File: config.mk
export PLATFORM = sky130hd
export DESIGN_NAME = prince_share_masker
export DESIGN_NICKNAME = d
export VERILOG_FILES = /design/src/rtl/prince_share_masker.sv
export SDC_FILE = /design/constraint.sdc
export NUM_CORES = 1
export LEC_CHECK = 0
export ABC_AREA = 0
export CORE_AREA = 2 2 209 211
export CTS_CLUSTER_DIAMETER = 200
export DETAILED_ROUTE_END_ITERATION = 16
export DIE_AREA = 0 0 211 213
export PLACE_DENSITY = 0.72
export SYNTH_ARGS = -nofsm -noshare
export SYNTH_HDL_FRONTEND = slang
export SYNTH_SLANG_ARGS = --single-unit
export TNS_END_PERCENT = 1
File: constraint.sdc
create_clock -name clk -period 17.82 [get_ports clk]
set_input_delay 3.564 -clock clk [delete_from_list [all_inputs] [get_ports clk]]
set_output_delay 3.564 -clock clk [all_outputs]
set_load 0.005 [all_outputs]
File: src/rtl/prince_share_masker.sv
// Boundary of the 3-share masked PRINCE datapath: splits a plaintext state into
// three Boolean shares one nibble per random byte, and recombines shares on the way out.
module prince_share_masker #(
    parameter int NIBBLES = 16
) (
    input  logic                 clk,
    input  logic                 rst,
    input  logic                 in_valid,
    output logic                 in_ready,
    input  logic [4*NIBBLES-1:0] in_data,
    input  logic                 rnd_valid,
    output logic                 rnd_ready,
    input  logic [7:0]           rnd_data,
    output logic                 out_valid,
    input  logic                 out_ready,
    output logic [4*NIBBLES-1:0] share_a,
    output logic [4*NIBBLES-1:0] share_b,
    output logic [4*NIBBLES-1:0] share_c,
    input  logic                 um_in_valid,
    input  logic [4*NIBBLES-1:0] um_a,
    input  logic [4*NIBBLES-1:0] um_b,
    input  logic [4*NIBBLES-1:0] um_c,
    output logic                 um_out_valid,
    output logic [4*NIBBLES-1:0] um_data
);

    localparam int W  = 4 * NIBBLES;
    localparam int CW = (NIBBLES > 1) ? $clog2(NIBBLES) : 1;
    localparam logic [CW-1:0] LAST = CW'(NIBBLES - 1);

    localparam logic [1:0] ST_IDLE = 2'd0;
    localparam logic [1:0] ST_MASK = 2'd1;
    localparam logic [1:0] ST_OUT  = 2'd2;

    logic [1:0]    r_state;
    logic [CW-1:0] r_cnt;
    logic [W-1:0]  r_x;
    logic          r_um_valid;
    logic [W-1:0]  r_um_data;
    logic          w_take;

    assign in_ready  = (r_state == ST_IDLE);
    assign rnd_ready = (r_state == ST_MASK);
    assign out_valid = (r_state == ST_OUT);
    assign w_take    = rnd_ready && rnd_valid;

    // Plaintext is wiped on the edge that masks the final nibble.
    always_ff @(posedge clk or posedge rst) begin
        if (rst) begin
            r_state <= ST_IDLE;
            r_cnt   <= '0;
            r_x     <= '0;
        end else begin
            case (r_state)
                ST_IDLE: begin
                    if (in_valid) begin
                        r_x     <= in_data;
                        r_cnt   <= '0;
                        r_state <= ST_MASK;
                    end
                end
                ST_MASK: begin
                    if (rnd_valid) begin
                        if (r_cnt == LAST) begin
                            r_cnt   <= '0;
                            r_x     <= '0;
                            r_state <= ST_OUT;
                        end else begin
                            r_cnt <= r_cnt + 1'b1;
                        end
                    end
                end
                ST_OUT: begin
                    if (out_ready) begin
                        r_state <= ST_IDLE;
                    end
                end
                default: r_state <= ST_IDLE;
            endcase
        end
    end

    genvar gi;
    generate
        for (gi = 0; gi < NIBBLES; gi++) begin : g_nib
            logic       w_we;
            logic [3:0] w_x;
            logic [3:0] r_a;
            logic [3:0] r_b;
            logic [3:0] r_c;

            assign w_we = w_take && (r_cnt == CW'(gi));
            assign w_x  = r_x[4*gi +: 4];

            // Only share_c ever sees the plaintext, and only via this XOR.
            always_ff @(posedge clk or posedge rst) begin
                if (rst) begin
                    r_a <= '0;
                    r_b <= '0;
                    r_c <= '0;
                end else if (w_we) begin
                    r_a <= rnd_data[3:0];
                    r_b <= rnd_data[7:4];
                    r_c <= w_x ^ rnd_data[3:0] ^ rnd_data[7:4];
                end
            end

            assign share_a[4*gi +: 4] = r_a;
            assign share_b[4*gi +: 4] = r_b;
            assign share_c[4*gi +: 4] = r_c;
        end
    endgenerate

    always_ff @(posedge clk or posedge rst) begin
        if (rst) begin
            r_um_valid <= 1'b0;
            r_um_data  <= '0;
        end else begin
            r_um_valid <= um_in_valid;
            if (um_in_valid) begin
                r_um_data <= um_a ^ um_b ^ um_c;
            end
        end
    end

    assign um_out_valid = r_um_valid;
    assign um_data      = r_um_data;

endmodule
==> results of run 1 <==
## power groups by stage
stage	logic (µW)	registers [µW]	clock network [µW]
global route	1240	1290	770
CTS	1180	1250	738
global placement	1150	1240	0
floorplan	500	1230	0
detailed placement	1170	1260	0
finish	1160	1250	716
## path summary, 6_finish.rpt
check                       startpoint     endpoint  depth (start not counted)
max in group asynchronous          rst      r_x[33]                          3
hold / removal             um_data[28]  um_data[28]                          1
hold reg to reg            um_data[28]  um_data[28]                          1
setup reg to reg            r_state[0]      r_x[22]                          4
min in group asynchronous          rst   um_data[2]                          2
setup / recovery            r_state[0]    rnd_ready                          2
## synth_stat cells (5+ instances only)
cell type  number
dfrtp_1       327
mux2_2        236
xnor2_1       128
xor2_1         65
a22o_1         64
buf_2          22
mux2_4         20
nor2_1         16
clkbuf_1       14
buf_6          12
buf_4           6
nand2_1         5
## registers in the layout, summed over array words and instances, names as in the netlist
register      cells
g_nib.r_c        64
r_state           2
r_x              64
um_data          64
um_out_valid      1
g_nib.r_a        64
g_nib.r_b        64
r_cnt             4
## critical path, delay by kind of cell (launching register included)
kind	cells	cell delay, ns
buf+inv	1	0.69
flops	1	0.64
simple gates	1	0.33
## through the flow
step / cells / utilization / area, µm²
floorplan: 957 / - / 14200
global placement: 2003 / 0.469 / 20000
detailed placement: 2003 / 0.469 / 20000
CTS: 2065 / 0.495 / 21200
global route: 2065 / 0.495 / 21200
finish: 2065 / 0.495 / 21200
## layer usage
layer / wire, µm / vias up
li1: - / 4388
met1: 18400 / 4899
met2: 21200 / 311
met3: 2700 / 75
met4: 1450 / 0
met5: 0 / -
## area by class of cell
cell class              instances  area (µm²)
fillers                      3706       21500
flip-flops and latches        327        8180
multi-input cells             572        5670
repair buffers                554        5480
clock buffers                  50        1050
well taps                     546         683
clock inverters                12        76.3
inverters                       4        22.5
## kinds of logic after synthesis
group | Yosys count
DFF | 327
muxes | 257
xor gates and xnor gates | 197
AOI/OAI and AO/OA | 73
buffers and inverters | 58
and+or+nand+nor | 41
adders and majority gates | 4
==> results.md, run 1 <==
- Outcome: finished clean
- Lkg Pwr: 0.00898 µW
- Post-synthesis simple-gate area fraction: 0.0157
- Comb pwr share: 0.372
- Drt first pass iters: 4
- Die Width: 211 µm
- GRT overflow: 0
- Number of synthesized register bits: 327
- Startpoint types: flip-flop
- Final Hold Fails: 0
- Remaining routing DRC violations: 0
- Syn_area_per_cell: 14.8 µm²
- CP max stage cell: clkdlybuf4s50_1
- Main combinational cell family by area after synthesis: multiplexers
- Final WS setup: 12.07 ns
- Synth warnings: 0
- Clk buf depth: 3
- Share of cells above drive strength 1: 0.228
- Synthesized instance count: 957
- Final setup fails: 0
- DIE HEIGHT: 213 µm
- # resized after CTS: 0
- Final #Nets: 1,770
- Sw frac: 0.288
- Tmin final: 5.75 ns
- Max Clk Rate: 174 MHz
- Post-route ant nets: 0
- Largest stage delay on the critical path: 0.69 ns
- Net Sw Power: 899 µW
- Largest area contributor in the synthesized netlist: dfrtp_1
- Top Usage Layer GRT: met2
- Vias per cell: 4.68
- Antenna Cells: 0
- Pwr dens: 148 mW/mm²
- Clk_lat worst skew: 0.54 ns
- Largest net degree at the start of global routing: 112
- Post-synthesis sequential area ratio: 0.578
- Initial antenna violation count: 0
- Sequential power share: 0.399
- Syn_nets: 1,231
- Cells along the critical path: nor2b_1 > clkdlybuf4s50_1
- # Max-Cap Violations: 0
- Final Max Slew Viols: 0
- Final Skew: 0.0202 ns
- Buffers on Ports: 529
- Worst rel slew slack: 0.298
- Dpl ws: 11.89 ns
- Critical Path AT: 2.19 ns
- CP Capture Type: output pin
- Initial DRC Count: 381
- Post-synthesis mux area share: 0.210
- P_int: 2230 µW
- Worst-Margin Slew: 1.05 ns
- Post-Synthesis Cell Area: 0.0142 mm²
- Avg WL per Cell: 21.2 µm
- Clock root cell: clkbuf_16
- CTS Buf Count: 37
- GR Util met1: 0.245
- I/O pin count: 530
- WL final: 43,700 µm
- Final HPWL DP: 32,200 µm
- CTS Hold Bufs: 0
- Die area: 0.0449 mm²
- H-tree level count: 2
- CTS Sinks: 327
- Area grow syn2layout: 49.4%
- Synthesized-area fraction occupied by adder cells: 0.00354
- CORE AREA: 0.0427 mm²
- Clock share of power: 0.229
- Top_reg_cell synth: dfrtp_1
- Met2 Use GR: 0.314
- Hold_ws: 0.502 ns
- Std-Cell Rows: 76
- Total power: 3130 µW
- Global-route wire length before repair: 64,300 µm
- CP Max Fanout: 14
- Synth top area share: 0.578
- Post-Route Setup TNS: 0 ns
- Synth area leaders: dfrtp_1, mux2_2, xnor2_1, xor2_1, a22o_1
- Post-CTS setup buffer count: 0
- Vias in the first global route: 10.3k
- EDFF count, synth: 0
- Synth unique cells: 33
- Total global-route track usage: 0.192
- Vias post-DR: 9,673
- Peak supply drop: 75.2 µV
- Fraction of registers with async set or reset after synthesis: 1.00
- Post-synthesis compound-gate area fraction: 0.0438
- Gpl congestion: 0.897
- Worst path required time: 14.26 ns
- Hold Crit Class: flip-flop to flip-flop
- Unrepaired setup endpoints after global routing: false
- Crit path kind: flip-flop to output pin
- Final Cycle Share: 0.323
- Grt met3 use: 0.0449
- Worst-path clk slew: 0.05 ns
- Initial cell density of the core: 0.332
- CTS tree: built
- XOR/XNOR Fraction of Synth Area: 0.124
- Most frequent cells in the layout: clkdlybuf4s50_1, dfrtp_1, mux2_2
- FF-to-FF setup slack: 15.42 ns
- Most common cell after layout, fill and taps aside: clkdlybuf4s50_1
Power figures use the tool's default switching activity.
==> inputs of run 2 (changes only) <==
--- a/config.mk
+++ b/config.mk
@@ -6,11 +6,11 @@
 export NUM_CORES = 1
 export LEC_CHECK = 0
 export ABC_AREA = 0
-export CORE_AREA = 2 2 209 211
+export CORE_AREA = 2 2 203 205
 export CTS_CLUSTER_DIAMETER = 200
 export DETAILED_ROUTE_END_ITERATION = 16
-export DIE_AREA = 0 0 211 213
-export PLACE_DENSITY = 0.72
+export DIE_AREA = 0 0 205 207
+export PLACE_DENSITY = 0.75
 export SYNTH_ARGS = -nofsm -noshare
 export SYNTH_HDL_FRONTEND = slang
 export SYNTH_SLANG_ARGS = --single-unit
==> constraint.sdc (replaced) <==
create_clock -name clk -period 6 [get_ports clk]
set_input_delay 1.2 -clock clk [delete_from_list [all_inputs] [get_ports clk]]
set_output_delay 1.2 -clock clk [all_outputs]
set_load 0.005 [all_outputs]
==> results.md, run 2 (synthesis gave the netlist of run 1 again) <==
- CP Max Fanout: 14
- Clk buf depth: 3
- Clock root cell: clkbuf_16
- CP max stage cell: clkdlybuf4s50_1
- Startpoint types: flip-flop
- Largest net degree at the start of global routing: 140
- Placed Cells: 1,986
- Worst-Margin Slew: 1.15 ns
- Initial DRC Count: 425
- Vias in the first global route: 10.6k
- Vias post-DR: 9,796
- CORE AREA: 0.0404 mm²
- Cells along the critical path: nor2b_1 > clkdlybuf4s50_1
- Global-route wire length before repair: 66,600 µm
- CTS Sinks: 327
- Total global-route track usage: 0.210
- # resized after CTS: 0
- Initial antenna violation count: 0
- Worst path required time: 4.80 ns
- Drt first pass iters: 4
- Fill count: 3,515
- Final Hold Fails: 0
- Final cell count without fillers: 2,051
- Critical path's top delay family: buffers and inverters
- Most common cell after layout, fill and taps aside: clkdlybuf4s50_1
- Unrepaired setup endpoints after global routing: false
- Lkg Pwr: 0.00901 µW
- Post-Route Setup TNS: 0 ns
- CP Buf/Inv Count: 1
- Share of cells above drive strength 1: 0.228
- Largest stage delay on the critical path: 0.72 ns
- Die area: 0.0424 mm²
- Final #Nets: 1,768
- Worst-path clk slew: 0.06 ns
- Most frequent cells in the layout: clkdlybuf4s50_1, dfrtp_1, mux2_2
- Initial cell density of the core: 0.351
- Antenna Cells: 0
- Gpl congestion: 0.855
- GRT overflow: 0
- FF-to-FF setup slack: 3.54 ns
- Die Width: 205 µm
- CTS Hold Bufs: 0
- Vias per cell: 4.78
- CTS tree: built
- Final Cycle Share: 0.568
- H-tree level count: 2
- Critical Path AT: 2.21 ns
- Worst rel slew slack: 0.229
- Final Max Slew Viols: 0
- Post-route ant nets: 0
- Hold Crit Class: flip-flop to flip-flop
- Clk_lat worst skew: 0.55 ns
- Peak supply drop: 282 µV
- Tmin final: 3.41 ns
- Crit path kind: flip-flop to output pin
- CTS Buf Count: 38
- Pwr dens: 446 mW/mm²
- Final HPWL DP: 32,200 µm
- Final Skew: 0.0209 ns
- Remaining routing DRC violations: 0
- Post-CTS setup buffer count: 0
- Avg WL per Cell: 21.7 µm
- Outcome: finished clean
- Buffers on Ports: 529
- CP Capture Type: output pin
- # Max-Cap Violations: 0
- DIE HEIGHT: 207 µm
- WL final: 44,500 µm
- Std-Cell Rows: 74
- Area grow syn2layout: 50.1%
- Final setup fails: 0
- Max Clk Rate: 293 MHz
- I/O pin count: 530
run 2: changes by cell type in the layout (fill, tap and decap cells not counted):
cell | before | now
buf_4 | 25 | 20
buf_12 | 0 | 2
clkbuf_8 | 3 | 5
clkinvlp_4 | 2 | 5
inv_6 | 1 | 2
clkinv_2 | 7 | 4
clkinv_4 | 2 | 0
nor2_1 | 15 | 16
bufinv_16 | 0 | 3
nor2_2 | 1 | 0
inv_8 | 1 | 0
run 2: final timing paths:
check,end,from,cells past startpoint
max,rnd_ready,r_state[0],2
min,g_nib[8].r_c[0],g_nib[8].r_c[0],1
max reg2reg,r_x[34],r_state[0],4
min reg2reg,g_nib[8].r_c[0],g_nib[8].r_c[0],1
max in group asynchronous,g_nib[5].r_b[3],rst,3
min in group asynchronous,um_data[50],rst,3
run 2: layout make-up:
class                      count  area (µm²)  area share
sequential                   327        8180       0.385
clock buffer                  52        1070      0.0506
tap                          532         666      0.0313
inverter                       4        18.8    0.000883
clock inverter                13         158     0.00742
timing repair buffer         551        5480       0.258
multi-input combinational    572        5660       0.267
run 2: routing by layer:
metal,share of wire,track usage,up-vias
li1,-,-,4384
met1,0.42,0.264,5051
met2,0.48,0.344,292
met3,0.074,0.0620,69
met4,0.026,0.0690,0
met5,0,0,-
run 2: worst register-to-register path: cells and delay by family, from the launching register on:
kind,cells,cell delay [ns]
compound gates,2,0.81
flops,1,0.61
buf+inv,1,0.55
mux,1,0.43
run 2: report_power, final:
part           internal [µW]  switching [µW]  leakage (µW)
clock                   1380             928      0.000594
combinational           2280            1210       0.00434
sequential              3110             569       0.00408
total                   6780            2700       0.00901
run 2: stage by stage:
stage	cell area (µm²)	hold slack (ns)	total power [µW]	utilization	setup slack (ns)
after global placement	20000	0.488	7120	0.496	2.32
after global routing	21200	0.510	9990	0.526	2.55
after CTS	21200	0.506	9600	0.526	2.59
after floorplan	14200	0.493	5140	-	0.435
after detailed placement	20000	0.493	7230	0.496	2.26
final	21200	0.501	9480	0.526	2.59
==> inputs of run 3 (changes only) <==
==> constraint.sdc (replaced) <==
create_clock -name clk -period 3.2 [get_ports clk]
set_input_delay 0.64 -clock clk [delete_from_list [all_inputs] [get_ports clk]]
set_output_delay 0.64 -clock clk [all_outputs]
set_load 0.005 [all_outputs]
==> results.md, run 3 (synthesis gave the netlist of run 1 again) <==
- Outcome: finished clean
- GRT overflow: 0
- Area grow syn2layout: 51.5%
- Post-route ant nets: 0
- CP Capture Type: output pin
- Initial antenna violation count: 1
- Startpoint types: flip-flop
- CTS Buf Count: 37
- # resized after CTS: 0
- DIE HEIGHT: 207 µm
- CTS Sinks: 327
- Buffers on Ports: 529
- Clk_lat worst skew: 0.52 ns
- Worst-Margin Slew: 0.759 ns
- Share of cells above drive strength 1: 0.238
- Worst-path clk slew: 0.06 ns
- Post-CTS setup buffer count: 0
- Dpl ws: 0.422 ns
- Final setup fails: 0
- Std-Cell Rows: 74
- Clk buf depth: 3
- Drt first pass iters: 5
- Final Hold Fails: 0
- Global-route wire length before repair: 67,400 µm
- Initial DRC Count: 350
- Die area: 0.0424 mm²
- Total global-route track usage: 0.210
- Most common cell after layout, fill and taps aside: clkdlybuf4s50_1
- Most frequent cells in the layout: clkdlybuf4s50_1, dfrtp_1, mux2_2
- Die Width: 205 µm
- Final Max Slew Viols: 0
- Worst rel slew slack: 0.494
- WL final: 44,500 µm
- # Max-Cap Violations: 0
- Total power: 17,800 µW
- Gpl congestion: 0.899
- Final Skew: 0.0120 ns
- Vias in the first global route: 10.8k
- R2r startpoint: r_cnt[0]
- Fill count: 3,415
- Critical path startpoint: r_state[0]
- Avg WL per Cell: 21.5 µm
- Final HPWL DP: 33,300 µm
- CORE AREA: 0.0404 mm²
- Clock root cell: clkbuf_16
- Max Clk Rate: 359 MHz
- CP Max Fanout: 14
- Vias post-DR: 9,880
- Final WS setup: 0.411 ns
- Unrepaired setup endpoints after global routing: false
- I/O pin count: 530
- Pwr dens: 830 mW/mm²
- CTS tree: built
- Hold Crit Class: input pin to asynchronous set/reset pin
- H-tree level count: 2
- Critical Path AT: 2.15 ns
- Antenna Cells: 0
- Peak supply drop: 537 µV
- Worst path required time: 2.56 ns
- Remaining routing DRC violations: 0
- Final Cycle Share: 0.871
- Largest net degree at the start of global routing: 111
- Lkg Pwr: 0.00914 µW
- Crit path kind: flip-flop to output pin
- Vias per cell: 4.78
- Tmin final: 2.79 ns
- Final Util: 0.531
- Final #Nets: 1,785
- Initial cell density of the core: 0.351
- CTS Hold Bufs: 0
[run 3: changes by cell type in the layout (fill, tap and decap cells not counted), sizes merged]
cell,delta
buf,+18
clkinvlp,-2
clkbuf,-1
clkinv,+1
[run 3: through the flow]
stage	hold slack [ns]	cell area [µm²]	instances	TNS, ns
floorplan	0.493	14200	957	-590.14
global placement	0.487	20200	2004	0
detailed placement	0.494	20200	2004	0
CTS	0.452	21500	2067	0
global route	0.476	21500	2067	0
finish	0.475	21500	2067	0
[run 3: layer usage]
layer  global-route usage  vias up  part of all wire  routed length, µm
met5                    0        -                 0                  0
met4               0.0638        0             0.027               1210
met3               0.0604       66             0.073               3250
met2                0.344      319              0.48              21400
met1                0.269     5065              0.42              18600
li1                     -     4430                 -                  -
[run 3: worst max-delay path, cell delays in order (launching register included)]
cell and delay, ns:
dfrtp_1 0.61, nor2b_1 0.30, clkdlybuf4s50_1 0.71
[run 3: worst paths after layout]
| kind | endpoint | slack [ns] | cells past startpoint |
|---|---|---|---|
| max in group asynchronous | g_nib[12].r_c[1] | 1.83 | 3 |
| max | rnd_ready | 0.41 | 2 |
| max reg2reg | g_nib[2].r_c[3] | 1.10 | 5 |
| min reg2reg | um_data[60] | 0.50 | 1 |
| min | r_x[1] | 0.48 | 2 |
| min in group clk | um_out_valid | 0.48 | 1 |
[run 3: final cells by class]
| cell class | count | area [µm²] | share of cell area |
|---|---|---|---|
| multi-input combinational | 572 | 5660 | 0.264 |
| inverter | 4 | 18.8 | 0.000875 |
| tap | 532 | 666 | 0.0310 |
| clock inverter | 12 | 151 | 0.00706 |
| timing repair buffer | 569 | 5680 | 0.265 |
| sequential | 327 | 8180 | 0.381 |
| clock buffer | 51 | 1090 | 0.0509 |
[run 3: power breakdown]
part           internal, µW  switching (µW)
registers              5840            1100
clock network          2630            1680
logic                  4310            2250
